--- config.mk ---
export PLATFORM = sky130hd
export DESIGN_NAME = sp_link_ctrl_flat
export DESIGN_NICKNAME = d
export VERILOG_FILES = /design/src/rtl/sp_link_ctrl_if.sv /design/src/rtl/sp_link_ctrl.sv /design/src/flat_wrapper.sv
export SDC_FILE = /design/constraint.sdc
export NUM_CORES = 1
export LEC_CHECK = 0
export CAP_MARGIN = 40
export CORE_MARGIN = 2
export CORE_UTILIZATION = 32
export CTS_CLUSTER_SIZE = 40
export DETAILED_ROUTE_END_ITERATION = 7
export HOLD_SLACK_MARGIN = 0.08
export PLACE_DENSITY = 0.5
export SLEW_MARGIN = 20
export SYNTH_ARGS = -nofsm -noshare
export SYNTH_HDL_FRONTEND = slang
export SYNTH_SLANG_ARGS = --single-unit
export TNS_END_PERCENT = 1
--- constraint.sdc ---
create_clock -name clk_f -period 2 [get_ports clk_f]
set_clock_uncertainty 0.15 [all_clocks]
set_input_delay 0.3 -clock clk_f [delete_from_list [all_inputs] [get_ports clk_f]]
set_output_delay 0.3 -clock clk_f [all_outputs]
set_load 0.05 [all_outputs]
--- src/rtl/sp_link_ctrl_if.sv ---
// Word-side bus of the link-synchronisation controller: deserialiser word in, payload/status out.
// With SP_LINK_STATS_EN defined it also carries the slip/loss statistics counters.
interface sp_link_ctrl_if;
  logic       link_en;
  logic [7:0] data_in;
  logic [7:0] data_out;
  logic       valid_out;
  logic       active;
  logic       bit_slip;
  logic       sync_lost;
`ifdef SP_LINK_STATS_EN
  logic [7:0] slip_count;
  logic [7:0] loss_count;

  modport master (output link_en, data_in,
                  input  data_out, valid_out, active, bit_slip, sync_lost, slip_count, loss_count);
  modport slave  (input  link_en, data_in,
                  output data_out, valid_out, active, bit_slip, sync_lost, slip_count, loss_count);
`else
  modport master (output link_en, data_in,
                  input  data_out, valid_out, active, bit_slip, sync_lost);
  modport slave  (input  link_en, data_in,
                  output data_out, valid_out, active, bit_slip, sync_lost);
`endif
endinterface

--- src/rtl/sp_link_ctrl.sv ---
// Comma-hunting link controller: requests bit slips until commas align, locks after LOCK_CNT
// commas in a row, forwards payload while active. SP_LINK_STATS_EN adds slip/loss counters.
module sp_link_ctrl #(
  parameter logic [7:0] COMMA       = 8'hBC,
  parameter int         LOCK_CNT    = 4,
  parameter int         SLIP_WINDOW = 16,
  parameter int         MAX_GAP     = 64
) (
  input logic           clk_f,
  input logic           reset,
  sp_link_ctrl_if.slave bus
);

  typedef enum logic [1:0] {SEARCH, CHECK, ACTIVE} state_t;

  localparam logic [3:0] LOCK_LAST = 4'(LOCK_CNT - 1);
  localparam logic [7:0] WIN_LAST  = 8'(SLIP_WINDOW - 1);
  localparam logic [7:0] GAP_LAST  = 8'(MAX_GAP - 1);

  state_t     state, state_next;
  logic [3:0] bc_cnt, bc_next;
  logic [7:0] win_cnt, win_next;
  logic [7:0] gap_cnt, gap_next;
  logic [7:0] data_reg;
  logic       valid_reg, valid_next;
  logic       slip_reg, slip_next;
  logic       lost_reg, lost_next;
  logic       is_comma;

  assign is_comma = (bus.data_in == COMMA);

  always_comb begin
    // NOTE: every always_comb output gets a default first so no path can infer a latch.
    state_next = state;
    bc_next    = bc_cnt;
    win_next   = win_cnt;
    gap_next   = gap_cnt;
    valid_next = 1'b0;
    slip_next  = 1'b0;
    lost_next  = 1'b0;

    if (!bus.link_en) begin
      state_next = SEARCH;
      bc_next    = '0;
      win_next   = '0;
      gap_next   = '0;
    end else begin
      unique case (state)
        SEARCH: begin
          if (is_comma) begin
            win_next = '0;
            if (LOCK_CNT == 1) begin
              state_next = ACTIVE;
              gap_next   = '0;
            end else begin
              state_next = CHECK;
              bc_next    = 4'd1;
            end
          end else if (win_cnt == WIN_LAST) begin
            // The window restart doubles as settling time after the slip.
            slip_next = 1'b1;
            win_next  = '0;
          end else begin
            win_next = win_cnt + 8'd1;
          end
        end

        CHECK: begin
          if (is_comma) begin
            if (bc_cnt == LOCK_LAST) begin
              state_next = ACTIVE;
              bc_next    = '0;
              gap_next   = '0;
            end else begin
              bc_next = bc_cnt + 4'd1;
            end
          end else begin
            state_next = SEARCH;
            bc_next    = '0;
            win_next   = '0;
          end
        end

        ACTIVE: begin
          if (is_comma) begin
            gap_next = '0;
          end else if (gap_cnt == GAP_LAST) begin
            // The word that overflows the gap is not forwarded as payload.
            state_next = SEARCH;
            lost_next  = 1'b1;
            bc_next    = '0;
            win_next   = '0;
            gap_next   = '0;
          end else begin
            gap_next   = gap_cnt + 8'd1;
            valid_next = 1'b1;
          end
        end

        default: state_next = SEARCH;
      endcase
    end
  end

  // NOTE: sequential state uses non-blocking assignments; the reset is synchronous to clk_f.
  always_ff @(posedge clk_f) begin
    if (reset) begin
      state     <= SEARCH;
      bc_cnt    <= '0;
      win_cnt   <= '0;
      gap_cnt   <= '0;
      data_reg  <= '0;
      valid_reg <= 1'b0;
      slip_reg  <= 1'b0;
      lost_reg  <= 1'b0;
    end else begin
      state     <= state_next;
      bc_cnt    <= bc_next;
      win_cnt   <= win_next;
      gap_cnt   <= gap_next;
      data_reg  <= bus.data_in;
      valid_reg <= valid_next;
      slip_reg  <= slip_next;
      lost_reg  <= lost_next;
    end
  end

  assign bus.data_out  = data_reg;
  assign bus.valid_out = valid_reg;
  assign bus.active    = (state == ACTIVE);
  assign bus.bit_slip  = slip_reg;
  assign bus.sync_lost = lost_reg;

`ifdef SP_LINK_STATS_EN
  logic [7:0] slip_count, loss_count;

  // Saturating counters survive link_en drops; only reset clears them.
  always_ff @(posedge clk_f) begin
    if (reset) begin
      slip_count <= '0;
      loss_count <= '0;
    end else begin
      if (slip_next && slip_count != 8'hFF) slip_count <= slip_count + 8'd1;
      if (lost_next && loss_count != 8'hFF) loss_count <= loss_count + 8'd1;
    end
  end

  assign bus.slip_count = slip_count;
  assign bus.loss_count = loss_count;
`endif

endmodule
--- src/flat_wrapper.sv ---
// flat-port wrapper written by rule: the top's interface ports become plain ports
module sp_link_ctrl_flat 
#(
  parameter logic [7:0] COMMA       = 8'hBC,
  parameter int         LOCK_CNT    = 4,
  parameter int         SLIP_WINDOW = 16,
  parameter int         MAX_GAP     = 64
)
  (clk_f, reset, bus_link_en, bus_data_in, bus_data_out, bus_valid_out, bus_active, bus_bit_slip, bus_sync_lost);
  sp_link_ctrl_if bus_i ();
  input logic clk_f;
  input logic reset;
  input wire logic [$bits(bus_i.link_en)-1:0] bus_link_en;
  input wire logic [$bits(bus_i.data_in)-1:0] bus_data_in;
  output wire logic [$bits(bus_i.data_out)-1:0] bus_data_out;
  output wire logic [$bits(bus_i.valid_out)-1:0] bus_valid_out;
  output wire logic [$bits(bus_i.active)-1:0] bus_active;
  output wire logic [$bits(bus_i.bit_slip)-1:0] bus_bit_slip;
  output wire logic [$bits(bus_i.sync_lost)-1:0] bus_sync_lost;
  assign bus_i.link_en = bus_link_en;
  assign bus_i.data_in = bus_data_in;
  assign bus_data_out = bus_i.data_out;
  assign bus_valid_out = bus_i.valid_out;
  assign bus_active = bus_i.active;
  assign bus_bit_slip = bus_i.bit_slip;
  assign bus_sync_lost = bus_i.sync_lost;
  sp_link_ctrl #(.COMMA(COMMA), .LOCK_CNT(LOCK_CNT), .SLIP_WINDOW(SLIP_WINDOW), .MAX_GAP(MAX_GAP)) u_core (.clk_f(clk_f), .reset(reset), .bus(bus_i));
endmodule
Yosys cells after proc, flatten, opt, wreduce, memory -nomap -nowiden
Index checks and enable logic that the tools add are counted.

Reduce and logical (&&, ||, !) cells: 10. Equal/unequal tests: 13. Muxes and demuxes: 26. Add/subtract/negate cells: 3. Bitwise operators: 3.

Operators with widths (number): $mux 8 (9); $pmux 8 s3 (1); $mux 4 (5); $add 8x1->8 const B (2); $pmux 8 s2 (1); $pmux 4 s3 (1); $reduce_and 4->1 (3); $mux 2 (5); $eq 8x4->1 const B (1); $eq 8x6->1 const B (1); $eq 8x8->1 const B (1); $ne 2x1->1 const B (4); $reduce_or 4->1 (2); $pmux 2 s3 (1); $add 4x1->4 const B (1); $eq 4x2->1 const B (1); $ne 2x2->1 const B (2); $mux 1 (3); $ne 3x3->1 const B (1); $not 1->1 (3); $reduce_and 3->1 (1); $reduce_bool 3->1 (1); $eq 2x1->1 const B (1); $eq 2x2->1 const B (1); other kinds (3) (3).

Logic and storage cells: 63. Output and inout bits: 12. Register bits: 33.

Depth between registers and ports, before layout
Gate-level depths: netlist (run 1).

Word-level depth: 4. Depth in mapped cells: 9.

Least setup slack after synthesis (run 1)
OpenSTA, ideal clock, no wires.

Path type: reg-to-reg. From: register u_core.state[0]. To: register u_core.gap_cnt[7]. Period minus slack after synthesis: 2.276 ns. Data arrival time: 2.002 ns. Stages on the path, launching flop included: 10. Path slack: -0.276 ns. Library setup time: 0.123 ns. Buffers on the path: 2. Cell sequence: dfxtp_1 -> inv_1 -> ha_1 -> buf_2 -> nor2b_1 -> clkbuf_1 -> a41oi_1 -> nor3_1 -> xnor2_1 -> nor2_1.

Word-level cells in the longest chain between the ends: 3.

RTL lines: start, declared (RTL line sp_link_ctrl.sv:20) `state_t state, state_next;`; start signal, assigned (RTL line sp_link_ctrl.sv:117) `state <= state_next;`; $eq 2x2->1 *; net bus_active (RTL line flat_wrapper.sv:17) `output wire logic [$bits(bus_i.active)-1:0] bus_active;`; $reduce_bool 2->1 (no line); $reduce_and 3->1 (no line); end signal, assigned (RTL line sp_link_ctrl.sv:120) `gap_cnt <= gap_next;`; end, declared (RTL line sp_link_ctrl.sv:23) `logic [7:0] gap_cnt, gap_next;`.

Mark *: on every way through the listed nets, which the timed path passes. The rest lies on a longest branch. A chain may end at the register's enable or synchronous reset.

Worst setup path in the final report (run 1)
From: input bus_data_in[0]. To: register u_core.bc_cnt[3].

Word-level cells in the longest chain between the ends: 3.

RTL lines: start, declared (RTL line flat_wrapper.sv:14) `input wire logic [$bits(bus_i.data_in)-1:0] bus_data_in;`; $eq 8x8->1 * (RTL line sp_link_ctrl.sv:30) `assign is_comma = (bus.data_in == COMMA);`; $mux 4, or another cell as far along (RTL line sp_link_ctrl.sv:69) `if (is_comma) begin`; $pmux 4 s3 / $reduce_and 4->1 (equally long branches); end signal, assigned (RTL line sp_link_ctrl.sv:118) `bc_cnt <= bc_next;`; end, declared (RTL line sp_link_ctrl.sv:21) `logic [3:0] bc_cnt, bc_next;`.

Every way passes the cells marked *; elsewhere a longest branch is shown, timed or not.

==> results.py, run 1 <==
metrics = {
    "logic_synthesis": {
        "yosysWarningCount": 0,
        "syn_inst": 183,
        "synth_cell_types": 44,
        "syn_nets": 200,
        "ys_top_cells_by_area": "dfxtp_1, nor2_1, nand2_1",
        "yosysTopAreaCellShare_pct": 41.3,
        "synth-edff-count": 0,
        "syn_area_per_cell_um2": 8.74,
        "synth_area_um2": 1600,
        "ys.flop_type": "dfxtp_1",
        "synth_seq_area_share_pct": 41.3,
        "ys_ff_latch": 33,
        "yosys.area.top_type": "dfxtp_1",
        "async_flop_share_pct": 0,
    },
    "sta": {
        "fmax_mhz": 510,
        "max-slew-margin-rel_pct": 66.6,
        "worst_pin_slew_ps": 499,
        "fin_ws_ps": 40.3,
        "rsz0062_at_grt": "yes",
        "finalHoldViolCount": 0,
        "period_share_pct": 98.0,
        "setup_viol": 0,
        "hold-worst-slack_ps": 336,
        "timing.final.max_slew_violations": 0,
        "timing.final.crit_period_ps": 1960,
    },
    "die": {
        "die_w_um": 74.7,
        "fp-row-count": 25,
        "fp.dieH_um": 74.7,
        "die_area_um2": 5580,
        "ios": 23,
        "coreArea_um2": 4790,
        "initial_core_util_pct": 33.4,
    },
    "detailed_routing": {
        "antenna_left": 0,
        "drtPass1Iterations": 4,
        "drt-total-wl_mm": 3.87,
        "dr_total_vias": 1494,
        "wl_per_cell_um": 13.1,
        "routed_via_density": 5.05,
        "first_iter_violations": 71,
        "post-route-drc-count": 0,
    },
    "grt": {
        "grt_max_degree": 12,
        "grt_usage_pct": 15.4,
        "antenna_found_initial": 0,
        "first_global_vias": 1425,
        "grt_first_pass_wirelength_mm": 6.51,
        "grt_overflow_total": 0,
    },
    "power_and_ir_drop": {
        "powerDensity_nw_per_um2": 609,
        "p_leak_nw": 0.797,
        "p_total_w": 0.00133,
        "ir_drop_mv": 0.238,
    },
    "clock_tree": {
        "clock_path_buffers": 2,
        "clk_latency_ps": 280,
        "clkTransAtPathRegs_ps": 70,
        "postCtsHoldBufs": 0,
        "cts_tree": "yes",
        "clock_tree.root_cell": "clkbuf_8",
        "numCtsBuffers": 5,
        "htreeDepth": 2,
        "cts_sinks": 33,
    },
    "placement": {
        "numPortBuffers": 22,
        "place_ws_ps": -300,
        "dp_hpwl_mm": 2.97,
        "routabilityCongestion": 0.819,
    },
    "worst_hold_path": {
        "min_from": "u_core.state[0]",
        "hold_depth": 2,
        "min_path_type": "reg2reg",
        "hold_end": "u_core.state[0]",
    },
    "critical_path": {
        "r2r_cells": 8,
        "worstPathArrival_ps": 1980,
        "crit_type": "in2reg",
        "crit_fanout": 5,
        "r2r_end": "u_core.bc_cnt[3]",
        "rrSetupSlack_ps": 60,
        "timing.rr.start": "u_core.state[1]",
        "critPathRequiredTime_ps": 2020,
        "end_kind": "flip-flop",
        "cp-start-kind": "input pin",
    },
    "finish": {
        "mostFrequentLayoutCells": "dfxtp_1, nor2_1, buf_4, nand2_1, clkdlybuf4s50_1",
        "layout_commonest_cell": "dfxtp_1",
        "syn_to_final_growth_pct": 36.4,
        "n_antenna_cell": 0,
        "layout-drive-gt1-share_pct": 19.2,
        "final_nets": 245,
    },
    "job": {
        "cap_violations": 0,
    },
    "status": {
        "status": "complete, no violations",
    },
}
kinds of logic after synthesis:
| logic type | after synthesis | synth area share, % |
|---|---|---|
| buf+inv | 9 | 2.66 |
| simple gates | 95 | 31.6 |
| mux | 3 | 1.88 |
| fa+ha+maj | 6 | 4.69 |
| flops | 33 | 41.3 |
| xor+xnor | 7 | 3.83 |
| compound gates | 30 | 14.1 |
worst max-delay path: stages:
cell and delay (ps):
clkdlybuf4s50_1 460, and4bb_4 250, and2_4 170, o41ai_4 350
buf_4 200, a21boi_1 160, o21ai_1 90
report_power, final:
group	internal [W]	switching (W)
clock network	0.000311	0.000237
registers	0.000668	0.00000409
logic	0.0000504	0.0000606
total	0.00103	0.000301
how the worst max path moves through the flow:
| stage | slack, ps | from | endpoint |
|---|---|---|---|
| 6_report | 40 | bus_data_in[0] | u_core.bc_cnt[3] |
| 3_3_place_gp | -240 | bus_data_in[6] | u_core.win_cnt[6] |
| 2_1_floorplan | -5 | u_core.state[0] | u_core.bc_cnt[2] |
| 3_5_place_dp | -300 | bus_data_in[0] | u_core.state[1] |
| 4_1_cts | 20 | bus_data_in[6] | u_core.win_cnt[6] |
| 5_1_grt | -50 | u_core.state[1] | u_core.bc_cnt[3] |
routing by layer:
| layer | track usage [%] | up-vias | routed length [um] |
|---|---|---|---|
| li1 | - | 750 | - |
| met1 | 20.4 | 708 | 1850 |
| met2 | 23.1 | 28 | 1810 |
| met3 | 4.55 | 8 | 136 |
| met4 | 6.94 | 0 | 74 |
| met5 | 0 | - | 0 |
flip-flops by register name, summed over array words and instances, names as in the netlist:
name / count
u_core.bc_cnt: 4
u_core.bus.data_out: 8
u_core.gap_cnt: 8
u_core.state: 2
u_core.bus.valid_out: 1
u_core.bus.sync_lost: 1
u_core.win_cnt: 8
u_core.bus.bit_slip: 1
Yosys cell counts, types with 4 or more instances:
library cell	count
nand4_1	6
o21ai_0	6
xnor2_1	4
nand2_1	21
ha_1	6
a21oi_1	6
or3_1	5
nor3_1	4
nor2_1	23
nor2b_1	10
dfxtp_1	33
nand3_1	10
through the flow:
step	TNS, ps	cell area, um2	std cells	util, %
2_1_floorplan	-5.09	1610	183	-
6_report	0	2180	296	45.6
5_1_grt	-136	2180	296	45.6
3_5_place_dp	-3600	2060	288	43.1
4_1_cts	0	2170	296	45.4
3_3_place_gp	-3310	2060	288	43.1
area by class of cell:
type | instances | area, um2
multi-input cells | 141 | 931
clock inverters | 1 | 5.00
repair buffers | 44 | 395
inverters | 3 | 11.3
well taps | 67 | 83.8
flip-flops and latches | 33 | 661
fillers | 485 | 2600
clock buffers | 7 | 96.3
repair_timing:
item,4_1_cts,5_1_grt
resized for setup,3,5
pin swaps,0,1
endpoints found under the setup margin,3,10
buffers inserted,0,0
Power figures use the tool's default switching activity.
==> run 2, diff against run 1 <==
--- a/config.mk
+++ b/config.mk
@@ -6,13 +6,14 @@
 export NUM_CORES = 1
 export LEC_CHECK = 0
 export CAP_MARGIN = 40
+export CORE_ASPECT_RATIO = 1.4
 export CORE_MARGIN = 2
 export CORE_UTILIZATION = 32
 export CTS_CLUSTER_SIZE = 40
 export DETAILED_ROUTE_END_ITERATION = 7
 export HOLD_SLACK_MARGIN = 0.08
 export PLACE_DENSITY = 0.5
-export SLEW_MARGIN = 20
+export SLEW_MARGIN = 0
 export SYNTH_ARGS = -nofsm -noshare
 export SYNTH_HDL_FRONTEND = slang
 export SYNTH_SLANG_ARGS = --single-unit
==> run 2 against run 1 <==
Compared with the run above: cell area is 0.75% higher; flip-flop and latch count unchanged; critical path depth shrank 1; worst setup slack improved by 2.1 ps; sequential share of layout area shrank 0.22 points; final cell count is 0.34% higher; non-clock buffer count rose by 4; maximum frequency grew 0.11%; total power shrank 6.0%; via count grew 0.47%; first-iteration DRC count decreased by 7.0%; sequential power about the same.
==> results.py, run 2 (same netlist as run 1, synthesis figures left out) <==
metrics = {
    "status": {
        "status": "complete, no violations",
    },
    "sta": {
        "rsz0062_at_grt": "yes",
        "period_share_pct": 97.9,
        "finalHoldViolCount": 0,
        "fmax_mhz": 511,
        "setup_viol": 0,
        "timing.final.crit_period_ps": 1960,
        "max-slew-margin-rel_pct": 65.4,
        "timing.final.max_slew_violations": 0,
        "worst_pin_slew_ps": 518,
    },
    "die": {
        "initial_core_util_pct": 33.0,
        "fp.dieH_um": 87.7,
        "die_area_um2": 5590,
        "fp-row-count": 30,
        "coreArea_um2": 4840,
        "die_w_um": 63.8,
        "ios": 23,
    },
    "finish": {
        "final_nets": 249,
        "n_antenna_cell": 0,
        "multiInputGateArea_um2": 937,
        "layout-drive-gt1-share_pct": 21.0,
        "fin_area_um2": 2200,
        "utilization_pct": 45.4,
        "syn_to_final_growth_pct": 37.5,
        "layoutNonFillerInstCount": 297,
        "layout_commonest_cell": "dfxtp_1",
        "mostFrequentLayoutCells": "dfxtp_1, buf_4, nor2_1, nand2_1, clkdlybuf4s50_1",
        "nFillCells": 485,
        "seq_area_um2": 661,
    },
    "grt": {
        "grt_usage_pct": 16.0,
        "antenna_found_initial": 0,
        "grt_first_pass_wirelength_mm": 6.94,
        "grtUsageMet2_pct": 30.5,
        "first_global_vias": 1560,
        "met3_usage_pct": 3.73,
        "busiest_layer": "met2",
        "grt_use_met1_pct": 16.7,
        "grt_overflow_total": 0,
        "grt_max_degree": 11,
    },
    "critical_path": {
        "cp_slowest_cell": "clkdlybuf4s50_1",
        "crit_fanout": 5,
        "critPathRequiredTime_ps": 2020,
        "critPathMaxStageDelay_ps": 460,
        "crit_family": "compound AO/OA/AOI/OAI gates",
        "worstPathArrival_ps": 1980,
        "end_kind": "flip-flop",
        "cp-start-kind": "input pin",
        "crit_type": "in2reg",
        "path_cells": "clkdlybuf4s50_1 > and4bb_4 > and2_4 > o41ai_4 > o21ai_0 > a31o_1",
        "path_buf_inv": 1,
    },
    "power_and_ir_drop": {
        "p_total_w": 0.00125,
        "powerDensity_nw_per_um2": 568,
        "p_leak_nw": 0.845,
        "ir_drop_mv": 0.355,
    },
    "detailed_routing": {
        "dr_total_vias": 1501,
        "drtPass1Iterations": 4,
        "routed_via_density": 5.05,
        "post-route-drc-count": 0,
        "wl_per_cell_um": 13.8,
        "drt-total-wl_mm": 4.10,
        "first_iter_violations": 66,
        "antenna_left": 0,
    },
    "clock_tree": {
        "postCtsHoldBufs": 0,
        "htreeDepth": 2,
        "cts_tree": "yes",
        "clock_tree.root_cell": "clkbuf_8",
        "clkTransAtPathRegs_ps": 60,
        "cts_sinks": 33,
        "clock_path_buffers": 2,
        "clk_latency_ps": 280,
        "numCtsBuffers": 5,
    },
    "job": {
        "cap_violations": 0,
    },
    "placement": {
        "post_dp_cell_area_um2": 2080,
        "numPortBuffers": 22,
        "dp_hpwl_mm": 3.22,
        "dp.cells": 288,
        "routabilityCongestion": 0.810,
    },
    "worst_hold_path": {
        "min_path_type": "in2reg",
    },
}
## run 2: cell types whose count changed in the layout (fill, tap and decap cells not counted), moves of 2 or more
cell / before / now
nand3_2: 0 / 2
nand3_1: 10 / 8
buf_4: 22 / 26
clkbuf_8: 7 / 5
## run 2: what timing repair did
action / 4_1_cts / 5_1_grt
pin swaps: 1 / 3
buffers inserted: 1 / 0
resized for setup: 1 / 8
endpoints found under the setup margin: 1 / 18
## run 2: final cells by class
cell class	count	area share, %
Clock buffer	6	3.30
Sequential cell	33	30.0
Clock inverter	2	0.455
Inverter	3	0.512
Tap cell	64	3.64
Multi-Input combinational cell	141	42.6
Timing Repair Buffer	48	19.5
## run 2: where the power goes
group,total (W),internal [W],switching [W]
sequential,0.000672,0.000668,0.00000404
clock,0.000468,0.000240,0.000227
combinational,0.000110,0.0000486,0.0000615
total,0.00125,0.000957,0.000293
## run 2: worst paths after layout
path,startpoint,to,slack (ps),depth (start not counted)
setup reg to reg,u_core.state[0],u_core.bc_cnt[0],60,8
setup / recovery,bus_data_in[1],u_core.bc_cnt[2],40,6
hold reg to reg,u_core.win_cnt[1],u_core.win_cnt[1],330,2
hold / removal,bus_data_in[6],u_core.bus.data_out[6],150,2
## run 2: through the flow
step	setup TNS, ps	worst slack, ps	hold WS (ps)
final	0	42.4	146
after global routing	-63.2	-40.7	169
after CTS	0	16.7	325
after detailed placement	-4160	-359	317
after global placement	-3650	-253	314
after floorplan	-5.09	-5.09	222
## run 2: layer usage
layer | wire length [um] | share of wire (%)
met5 | 0 | 0
met4 | 72 | 1.8
met3 | 90 | 2.2
met2 | 2330 | 57
met1 | 1610 | 39
